File: src/rtl/pipelined_mac.sv
// pipelined_mac: streaming multiply(-accumulate) unit with valid/ready on both sides.
//
// Datapath: input register (operands + tags) -> STAGES product registers ->
// output register (Result / Acc / out_valid). Every register advances together
// whenever the output is empty or being consumed, so in_ready is simply that
// advance condition.
//
// Handshake: a transfer happens on a rising edge where valid && ready. A held
// out_valid is never withdrawn until it transfers; while it is held and
// out_ready is low, the whole pipe freezes, and in_ready is low.
//
// Optional feature: define PIPELINED_MAC_ACCUM_EN to build the running-sum
// accumulator. Without it Acc is tied to zero and clear_acc has no effect.
module pipelined_mac #(
    parameter int WIDTH     = 8,
    parameter int STAGES    = 3,
    parameter int ACC_WIDTH = 2*WIDTH+8
) (
    input  logic                   clk,
    input  logic                   rst,
    input  logic                   in_valid,
    output logic                   in_ready,
    input  logic [WIDTH-1:0]       A,
    input  logic [WIDTH-1:0]       B,
    input  logic                   signed_mode,
    input  logic                   clear_acc,
    output logic                   out_valid,
    input  logic                   out_ready,
    output logic [2*WIDTH-1:0]     Result,
    output logic [ACC_WIDTH-1:0]   Acc
);

    localparam int PW = 2*WIDTH;

    // Input register slot
    logic             r_in_vld;
    logic [WIDTH-1:0] r_a;
    logic [WIDTH-1:0] r_b;
    logic             r_in_sgn;
    logic             r_in_clr;

    // Product register slots (index 0 is closest to the input)
    logic          r_vld  [STAGES];
    logic [PW-1:0] r_prod [STAGES];
    logic          r_sgn  [STAGES];
    logic          r_clr  [STAGES];

    // Output register
    logic          r_out_vld;
    logic [PW-1:0] r_result;

    logic          w_advance;
    logic [PW-1:0] w_a_ext;
    logic [PW-1:0] w_b_ext;
    logic [PW-1:0] w_prod;

    assign w_advance = !r_out_vld || out_ready;
    assign in_ready  = w_advance;
    assign out_valid = r_out_vld;
    assign Result    = r_result;

    // Extending both operands to the full product width makes the low PW bits
    // of a plain unsigned multiply equal to the signed or unsigned product.
    assign w_a_ext = r_in_sgn ? {{WIDTH{r_a[WIDTH-1]}}, r_a} : {{WIDTH{1'b0}}, r_a};
    assign w_b_ext = r_in_sgn ? {{WIDTH{r_b[WIDTH-1]}}, r_b} : {{WIDTH{1'b0}}, r_b};
    assign w_prod  = w_a_ext * w_b_ext;

    // Capture the operands and per-item tags on every advance (bubbles included)
    always_ff @(posedge clk or posedge rst) begin
        if (rst) begin
            r_in_vld <= 1'b0;
            r_a      <= '0;
            r_b      <= '0;
            r_in_sgn <= 1'b0;
            r_in_clr <= 1'b0;
        end else if (w_advance) begin
            r_in_vld <= in_valid;
            r_a      <= A;
            r_b      <= B;
            r_in_sgn <= signed_mode;
            r_in_clr <= clear_acc;
        end
    end

    // Shift the product and its tags down the pipe in lock-step
    always_ff @(posedge clk or posedge rst) begin
        if (rst) begin
            for (int i = 0; i < STAGES; i++) begin
                r_vld[i]  <= 1'b0;
                r_prod[i] <= '0;
                r_sgn[i]  <= 1'b0;
                r_clr[i]  <= 1'b0;
            end
        end else if (w_advance) begin
            r_vld[0]  <= r_in_vld;
            r_prod[0] <= w_prod;
            r_sgn[0]  <= r_in_sgn;
            r_clr[0]  <= r_in_clr;
            for (int i = 1; i < STAGES; i++) begin
                r_vld[i]  <= r_vld[i-1];
                r_prod[i] <= r_prod[i-1];
                r_sgn[i]  <= r_sgn[i-1];
                r_clr[i]  <= r_clr[i-1];
            end
        end
    end

    // Load the output slot; a bubble clears out_valid but leaves Result as is
    always_ff @(posedge clk or posedge rst) begin
        if (rst) begin
            r_out_vld <= 1'b0;
            r_result  <= '0;
        end else if (w_advance) begin
            r_out_vld <= r_vld[STAGES-1];
            if (r_vld[STAGES-1]) begin
                r_result <= r_prod[STAGES-1];
            end
        end
    end

`ifdef PIPELINED_MAC_ACCUM_EN
    logic [ACC_WIDTH-1:0] r_acc;
    logic [ACC_WIDTH-1:0] w_prod_ext;

    // Widen the product to the accumulator width following the item's own mode
    assign w_prod_ext = r_sgn[STAGES-1] ? ACC_WIDTH'($signed(r_prod[STAGES-1]))
                                        : ACC_WIDTH'(r_prod[STAGES-1]);
    assign Acc = r_acc;

    // Accumulate (or restart) only when a real item enters the output slot
    always_ff @(posedge clk or posedge rst) begin
        if (rst) begin
            r_acc <= '0;
        end else if (w_advance && r_vld[STAGES-1]) begin
            if (r_clr[STAGES-1]) begin
                r_acc <= w_prod_ext;
            end else begin
                r_acc <= r_acc + w_prod_ext;
            end
        end
    end
`else
    logic w_unused_tags;

    // Tags at the end of the pipe only matter to the accumulator
    assign w_unused_tags = r_sgn[STAGES-1] ^ r_clr[STAGES-1];
    assign Acc = '0;
`endif

endmodule

File: config.mk
export PLATFORM = sky130hd
export DESIGN_NAME = pipelined_mac
export DESIGN_NICKNAME = d
export VERILOG_FILES = /design/src/rtl/pipelined_mac.sv
export SDC_FILE = /design/constraint.sdc
export NUM_CORES = 1
export LEC_CHECK = 0
export CAP_MARGIN = 5
export CORE_ASPECT_RATIO = 2
export CORE_MARGIN = 1
export CORE_UTILIZATION = 53
export CTS_BUF_LIST = sky130_fd_sc_hd__clkbuf_4 sky130_fd_sc_hd__clkbuf_8 sky130_fd_sc_hd__clkbuf_16
export CTS_CLUSTER_SIZE = 10
export DETAILED_ROUTE_END_ITERATION = 8
export GPL_ROUTABILITY_DRIVEN = 0
export GPL_TIMING_DRIVEN = 0
export PLACE_DENSITY_LB_ADDON = 0.15
export SLEW_MARGIN = 15
export SYNTH_ARGS = -nofsm -noshare
export SYNTH_HDL_FRONTEND = slang
export SYNTH_SLANG_ARGS = --single-unit
File: constraint.sdc
create_clock -name clk -period 5.5 [get_ports clk]
set_input_delay 1.1 -clock clk [delete_from_list [all_inputs] [get_ports clk]]
set_output_delay 1.1 -clock clk [all_outputs]
set_load 0.02 [all_outputs]
## Word level (Yosys, flattened, before mapping)

Cells that the tools add are included.

- Bits in registers: 86
- Output and inout bits: 42
- Logic and storage cells: 18

- Mux-type cells: 2
- Multiply operators: 1
- Reduce and logical (&&, ||, !) cells: 3

Operators by type and width:

| cell | count |
|---|---|
| 2-to-1 mux 16 bit | 2 |
| multiplier 16 x 16 -> 16 bit | 1 |
| AND reduction 2 bit | 1 |
| logical NOT 1 bit | 1 |
| logical OR 1 bit | 1 |

## Longest topological paths before layout

Gate-level depths: netlist of run 1.

- Depth in word-level cells: 3
- Depth in mapped cells: 23
- Mapped depth without buffers: 22

## Worst setup path after synthesis of run 1

No wires, ideal clock.

- Kind: register to register
- From: reg r_a[7]
- To: reg r_prod[45] (netlist bit)
- Stages on the path, launching flop included: 22
- Slack: 0.289 ns
- Clock period less this slack: 5.211 ns
- Required time: 5.382 ns
- Arrival time: 5.093 ns
- Setup time: 0.118 ns
- Buffers on the path: 1
- Cell sequence: dfrtp_1 clkbuf_1 and2_1 fa_1 inv_1 fa_1 inv_1 fa_1 inv_1 fa_1 inv_1 fa_1 inv_1 fa_1 inv_1 ha_1 a21o_1 a21oi_1 o21ai_0 or2_2 a21oi_1 nor2_1

- Cells in the longest elaborated chain, start to end: 2

Ends and longest elaborated chain:

| what | RTL line | RTL |
|---|---|---|
| start: declaration | 37 | `logic [WIDTH-1:0] r_a;` |
| start signal: assignment | 72 | `r_a <= '0;` |
| start signal: assignment | 78 | `r_a <= A;` |
| 2-to-1 mux 16 bit | 64 | `assign w_a_ext = r_in_sgn ? {{WIDTH{r_a[WIDTH-1]}}, r_a} : {{WIDTH{1'b0}}, r_a};` |
| multiplier 16 x 16 -> 16 bit | 66 | `assign w_prod = w_a_ext * w_b_ext;` |
| end signal: indexed assignment | 101 | `r_prod[i] <= r_prod[i-1];` |
| end: declaration | 44 | `logic [PW-1:0] r_prod [STAGES];` |

Every way passes these cells.
A chain may end at the register's enable or synchronous reset.

## Final worst setup path of run 1

- From: reg r_a[7]
- To: reg r_prod[47] (netlist bit)

Same word-level chain as after synthesis.

==> results.sh, run 1 <==
export IMPL_fin_crit_sh_pct=98.6
export IMPL_drt_pass1_iterations=4
export IMPL_wire_per_inst_um=15.6
export IMPL_vias=5117
export IMPL_netlist_top_cells_area="dfrtp_1, fa_1, nand2_1"
export IMPL_synth_common_cells="nand2_1, inv_1, dfrtp_1"
export IMPL_dieHeight_um=165
export IMPL_finalSetupTns_ns=0
export IMPL_syn_to_final_growth_pct=18.2
export IMPL_clk_pin_slew_ns=0.06
export IMPL_clockBufferDepth=2
export IMPL_rsz0062_at_grt="yes"
export IMPL_status="finished, final reports clean"
export IMPL_pin_count=64
export IMPL_yosys_area_top_type="dfrtp_1"
export IMPL_cts_tree="built"
export IMPL_finalSetupViolCount=0
export IMPL_clock_sinks=86
export IMPL_routed_wl_mm=16.0
export IMPL_r2r_start="r_a[7]$_DFFE_PP0N_"
export IMPL_grt_usage_pct=24.3
export IMPL_cp_required_ns=5.76
export IMPL_max_cap_violations=0
export IMPL_grt_first_pass_wirelength_mm=25.8
export IMPL_setup_ws_ns=0.0762
export IMPL_drv_slew=0
export IMPL_die_x_um=83.6
export IMPL_min_period_ns=5.42
export IMPL_synth_edf_count=0
export IMPL_cp_arrival_ns=5.69
export IMPL_pre_cts_ws_ns=-0.368
export IMPL_final_hold_viol_count=0
export IMPL_initialDrtViolationCount=157
export IMPL_ctsHtreeMaxLevel=3
export IMPL_syn_inst=772
export IMPL_synth_yosys_seq_area_share_pct=30.5
export IMPL_yosysMostFrequentCell="nand2_1"
export IMPL_cts_root_buf="clkbuf_16"
export IMPL_io_buffers=38
export IMPL_async_flop_share_pct=100
export IMPL_synth_warnings=0
export IMPL_timing_slew_headroom_pct=59.5
export IMPL_syn_cell_area_um2=7050
export IMPL_layout_drive_gt1_share_pct=16.0
export IMPL_synth_cell_types=41
export IMPL_drtAntennaViolNets=0
export IMPL_finalNetCount=1010
export IMPL_core_area_um2=13000
export IMPL_grt_overflow_total=0
export IMPL_ys_ff_latch=86
export IMPL_fmax_mhz=184
export IMPL_skew_ns=0.00893
export IMPL_initial_utilization_pct=54.3
export IMPL_worst_hold_path_type="reg2reg"
export IMPL_path_max_fanout=4
export IMPL_cts_buffers=9
export IMPL_grt_antenna_before_repair=0
export IMPL_drc_errors=0
export IMPL_post_synth_top_area_fraction_pct=30.5
export IMPL_ys_flop_type="dfrtp_1"
export IMPL_insertion_delay_ns=0.34
export IMPL_worstHoldStart="r_prod[12]$_DFFE_PP0N_"
export IMPL_avgViaCountPerCell=5.01
export IMPL_grt_max_degree=61
export IMPL_n_fill_cell=1114
export IMPL_grt_pass1_vias=5469
export IMPL_dp_hpwl_mm=12.5
export IMPL_end_kind="flip-flop"
export IMPL_die_area_um2=13800
export IMPL_syn_avg_cell_area_um2=9.13
export IMPL_startpoint_type="flip-flop"
export IMPL_crit_type="reg2reg"
export IMPL_worst_slew_pin_slew_ns=0.607
export IMPL_whs_ns=0.460
export IMPL_num_rows=59
export IMPL_diodes=0
export IMPL_crit_start="r_a[7]$_DFFE_PP0N_"
-- registers in the layout (all words and copies together) (netlist names) --
signal     flops
Result        16
out_valid      1
r_a            8
r_b            8
r_in_sgn       1
r_in_vld       1
r_prod        48
r_vld          3
-- final timing paths --
check	to	slack, ns	depth (start not counted)
max reg2reg	r_prod[47]$_DFFE_PP0N_	0.08	17
min reg2reg	r_prod[12]$_DFFE_PP0N_	0.46	2
min	r_prod[12]$_DFFE_PP0N_	0.46	2
max	r_prod[47]$_DFFE_PP0N_	0.08	17
min in group asynchronous	out_valid$_DFFE_PP0N_	1.10	2
max in group asynchronous	r_prod[44]$_DFFE_PP0N_	3.79	3
-- timing repair --
item / 4_1_cts / 5_1_grt
gates cloned: 0 / 1
gates resized for setup: 29 / 23
endpoints found under the hold margin: 0 / 0
buffers inserted: 2 / 22
hold buffers: 0 / 0
pin swaps: 10 / 19
endpoints found under the setup margin: 4 / 5
-- final cells by class --
cell class                 instances  area [um^2]  share of cell area, %
multi-input combinational        537         4340                   52.0
sequential                        86         2160                   26.0
timing repair buffer              64          603                   7.24
inverter                         117          447                   5.36
buffer                            50          312                   3.74
clock buffer                      10          233                   2.79
tap                              152          190                   2.28
clock inverter                     6         46.3                  0.556
-- layer usage --
metal	global-route usage (%)	share of wire [%]	routed length, um	vias to the layer above
met1	22.4	33	5310	2507
met3	2.19	1.9	296	49
li1	-	-	-	2465
met2	51.3	60	9570	96
met4	12.0	5.1	817	0
met5	0	0	0	-
-- worst max-delay path: stages, from the launching register on --
cell and delay (ns):
dfrtp_2 0.43, buf_4 0.15, and2_4 0.15, buf_4 0.15
nand2_1 0.10, fa_2 0.48, fa_1 0.64, fa_1 0.45
fa_1 0.54, fa_1 0.46, fa_2 0.42, xnor2_2 0.15
xnor2_1 0.14, xnor2_1 0.27, xnor2_2 0.16, xnor3_2 0.31
xor2_2 0.20, a21oi_1 0.16
-- through the flow --
| stage | instances | cell area [um^2] | util, % |
|---|---|---|---|
| 2_1_floorplan | 795 | 7140 | - |
| 3_3_place_gp | 985 | 7710 | 59.3 |
| 3_5_place_dp | 986 | 7740 | 59.5 |
| 4_1_cts | 1000 | 8110 | 62.4 |
| 5_1_grt | 1022 | 8330 | 64.1 |
| 6_report | 1022 | 8330 | 64.1 |
-- cells in the final DEF, fill, tap and decap left out, types with 3 or more instances in the layout --
cell type          n
and3_2             5
dfrtp_2           10
nor2b_1            3
fa_1              66
a21o_1             3
buf_2              3
xnor2_1           23
fa_2               3
o21ai_0           11
inv_4              3
inv_2              7
clkbuf_16         10
clkbuf_2           4
inv_1            107
o21bai_1           4
ha_1              49
and2_4             3
clkdlybuf4s50_1   38
a21oi_1           13
nand2_1          201
buf_4             46
clkbuf_1          16
xor2_1             7
mux2_2            16
nor2_1            17
dfrtp_1           76
o21a_1             4
conb_1            24
ha_4               4
and2_1            51
-- logic make-up (layout without fill, tap and decap cells) --
kind of cell    Yosys count  count (layout)  share of synthesized area [%]
simple gates            292             292                           18.3
buf+inv                 172             247                           10.5
fa+ha+maj               123             123                           29.2
flops                    86              86                           30.5
compound gates           48              48                           4.35
xor+xnor                 34              34                           4.53
mux                      16              16                           2.56
other cells               1              24                         0.0532
Power of run 1 is not shown: default switching activity piles up to over one toggle a cycle in this logic, so the estimate is an artifact.
==> run 2, diff against run 1 <==
--- a/config.mk
+++ b/config.mk
@@ -8,8 +8,8 @@
 export CAP_MARGIN = 5
 export CORE_ASPECT_RATIO = 2
 export CORE_MARGIN = 1
-export CORE_UTILIZATION = 53
-export CTS_BUF_LIST = sky130_fd_sc_hd__clkbuf_4 sky130_fd_sc_hd__clkbuf_8 sky130_fd_sc_hd__clkbuf_16
+export CORE_UTILIZATION = 55
+export CTS_BUF_LIST = sky130_fd_sc_hd__clkbuf_4
 export CTS_CLUSTER_SIZE = 10
 export DETAILED_ROUTE_END_ITERATION = 8
 export GPL_ROUTABILITY_DRIVEN = 0
==> run 2 against run 1 <==
Utilization up 1.4 points. Register-to-register slack better by 0.03 ns. Clock skew up 0.0096 ns. Via count up 0.74%. Cell count unchanged. Die area down 3.6%. Hold slack better by 0.019 ns. First-iteration DRC count up 31%. Routed wire length down 0.86%.
==> results.sh, run 2 (synthesis gave the netlist of run 1 again) <==
export IMPL_whs_ns=0.479
export IMPL_crit_path_top_delay_cell="fa_1"
export IMPL_num_rows=58
export IMPL_grt_pass1_vias=5399
export IMPL_critical_path_top_delay_family="adder cells"
export IMPL_final_common_cell="nand2_1"
export IMPL_grt_antenna_before_repair=1
export IMPL_initialDrtViolationCount=206
export IMPL_path_max_fanout=4
export IMPL_finalNetCount=1011
export IMPL_cts_tree="built"
export IMPL_worst_slew_pin_slew_ns=0.577
export IMPL_top_register="r_prod"
export IMPL_dieHeight_um=162
export IMPL_skew_ns=0.0185
export IMPL_largest_register_ffs=48
export IMPL_max_cap_violations=0
export IMPL_status="finished, final reports clean"
export IMPL_cts_buffers=9
export IMPL_drt_pass1_iterations=5
export IMPL_grt_overflow_total=0
export IMPL_drv_slew=0
export IMPL_syn_to_final_growth_pct=16.7
export IMPL_cpMostUsedCell="fa_1"
export IMPL_cp_required_ns=5.84
export IMPL_grt_max_degree=61
export IMPL_initial_utilization_pct=56.1
export IMPL_vias=5155
export IMPL_n_fill_cell=1102
export IMPL_die_x_um=82.1
export IMPL_cp_arrival_ns=5.73
export IMPL_ctsHtreeMaxLevel=3
export IMPL_timing_slew_headroom_pct=61.5
export IMPL_layout_common_cells="nand2_1, inv_1, dfrtp_1"
export IMPL_avgViaCountPerCell=5.04
export IMPL_die_area_um2=13300
export IMPL_final_hold_viol_count=0
export IMPL_clockBufferDepth=2
export IMPL_dp_hpwl_mm=12.6
export IMPL_worst_hold_path_type="reg2reg"
export IMPL_routed_wl_mm=15.9
export IMPL_cp_num_buf_inv=6
export IMPL_grt_usage_pct=26.0
export IMPL_grt_first_pass_wirelength_mm=25.3
export IMPL_end_kind="flip-flop"
export IMPL_fin_crit_sh_pct=98.1
export IMPL_cts_root_buf="clkbuf_4"
export IMPL_min_period_ns=5.40
export IMPL_final_instance_count_excl_fill=1022
export IMPL_placed_cells=984
export IMPL_core_area_um2=12600
export IMPL_crit_chain="buf_4 -> and2_4 -> nand2_4 -> inv_2 -> fa_1 -> inv_1 -> fa_1 -> inv_2 -> fa_2 -> fa_1 -> fa_1 -> inv_1 -> fa_1 -> inv_1 -> ha_4 -> or3_1 -> o211ai_1 -> xor2_2 -> a21oi_1"
export IMPL_clock_sinks=86
export IMPL_wire_per_inst_um=15.5
export IMPL_layout_drive_gt1_share_pct=16.6
export IMPL_io_buffers=38
export IMPL_cpPeakStageDelay_ns=0.57
export IMPL_startpoint_type="flip-flop"
export IMPL_drtAntennaViolNets=0
export IMPL_fmax_mhz=185
export IMPL_finalSetupViolCount=0
export IMPL_crit_type="reg2reg"
export IMPL_clk_pin_slew_ns=0.15
export IMPL_insertion_delay_ns=0.46
export IMPL_pin_count=64
export IMPL_rsz0062_at_grt="yes"
export IMPL_drc_errors=0
## run 2: through the flow
stage | TNS, ns | worst slack [ns] | cell area [um^2] | utilization (%)
floorplan | 0 | 0.289 | 7140 | -
global placement | -0.580 | -0.340 | 7700 | 61.4
detailed placement | -0.802 | -0.342 | 7730 | 61.6
CTS | 0 | 0.00647 | 7940 | 63.2
global route | -0.135 | -0.0674 | 8230 | 65.5
finish | 0 | 0.104 | 8230 | 65.5
## run 2: worst register-to-register path: cells and delay by family, from the launching register on
family / cells / cell delay (ns)
buffers and inverters: 6 / 0.44
adder cells (fa/ha/maj): 7 / 3.24
AND/OR/NAND/NOR: 3 / 0.59
AO/OA/AOI/OAI: 2 / 0.35
XOR/XNOR: 1 / 0.20
flip-flops: 1 / 0.46
## run 2: timing repair
item	CTS	global route
pin swaps	9	29
hold buffers	0	0
setup buffers	2	23
cloned	0	1
endpoints found under the setup margin	5	4
resized for setup	25	35
## run 2: final cells by class
cell class / instances / area, um^2 / area share (%)
Multi-Input combinational cell: 537 / 4370 / 53.1
Sequential cell: 86 / 2160 / 26.3
Timing Repair Buffer: 65 / 617 / 7.50
Inverter: 117 / 444 / 5.40
Buffer: 50 / 310 / 3.77
Tap cell: 150 / 188 / 2.28
Clock buffer: 9 / 67.6 / 0.821
Clock inverter: 7 / 67.6 / 0.821
Antenna cell: 1 / 2.50 / 0.0304
## run 2: path summary, 6_finish.rpt
path                            slack (ns)  cells past startpoint             startpoint                      to
worst max-delay path                  0.10                     19     r_a[7]$_DFFE_PP0N_  r_prod[47]$_DFFE_PP0N_
worst min-delay path                  0.48                      2  r_prod[8]$_DFFE_PP0N_   r_prod[8]$_DFFE_PP0N_
worst max register to register        0.10                     19     r_a[7]$_DFFE_PP0N_  r_prod[47]$_DFFE_PP0N_
worst min register to register        0.48                      2  r_prod[8]$_DFFE_PP0N_   r_prod[8]$_DFFE_PP0N_
max in group asynchronous             3.94                      3                    rst  r_prod[30]$_DFFE_PP0N_
min in group asynchronous             0.94                      2                    rst   out_valid$_DFFE_PP0N_
## run 2: per-layer routing
layer | global-route usage [%] | share of wire [%]
met5 | 0 | 0
met4 | 14.0 | 6.2
met3 | 3.20 | 2.7
met2 | 51.8 | 60
met1 | 23.3 | 32
Power of run 2 is left out for the same reason.
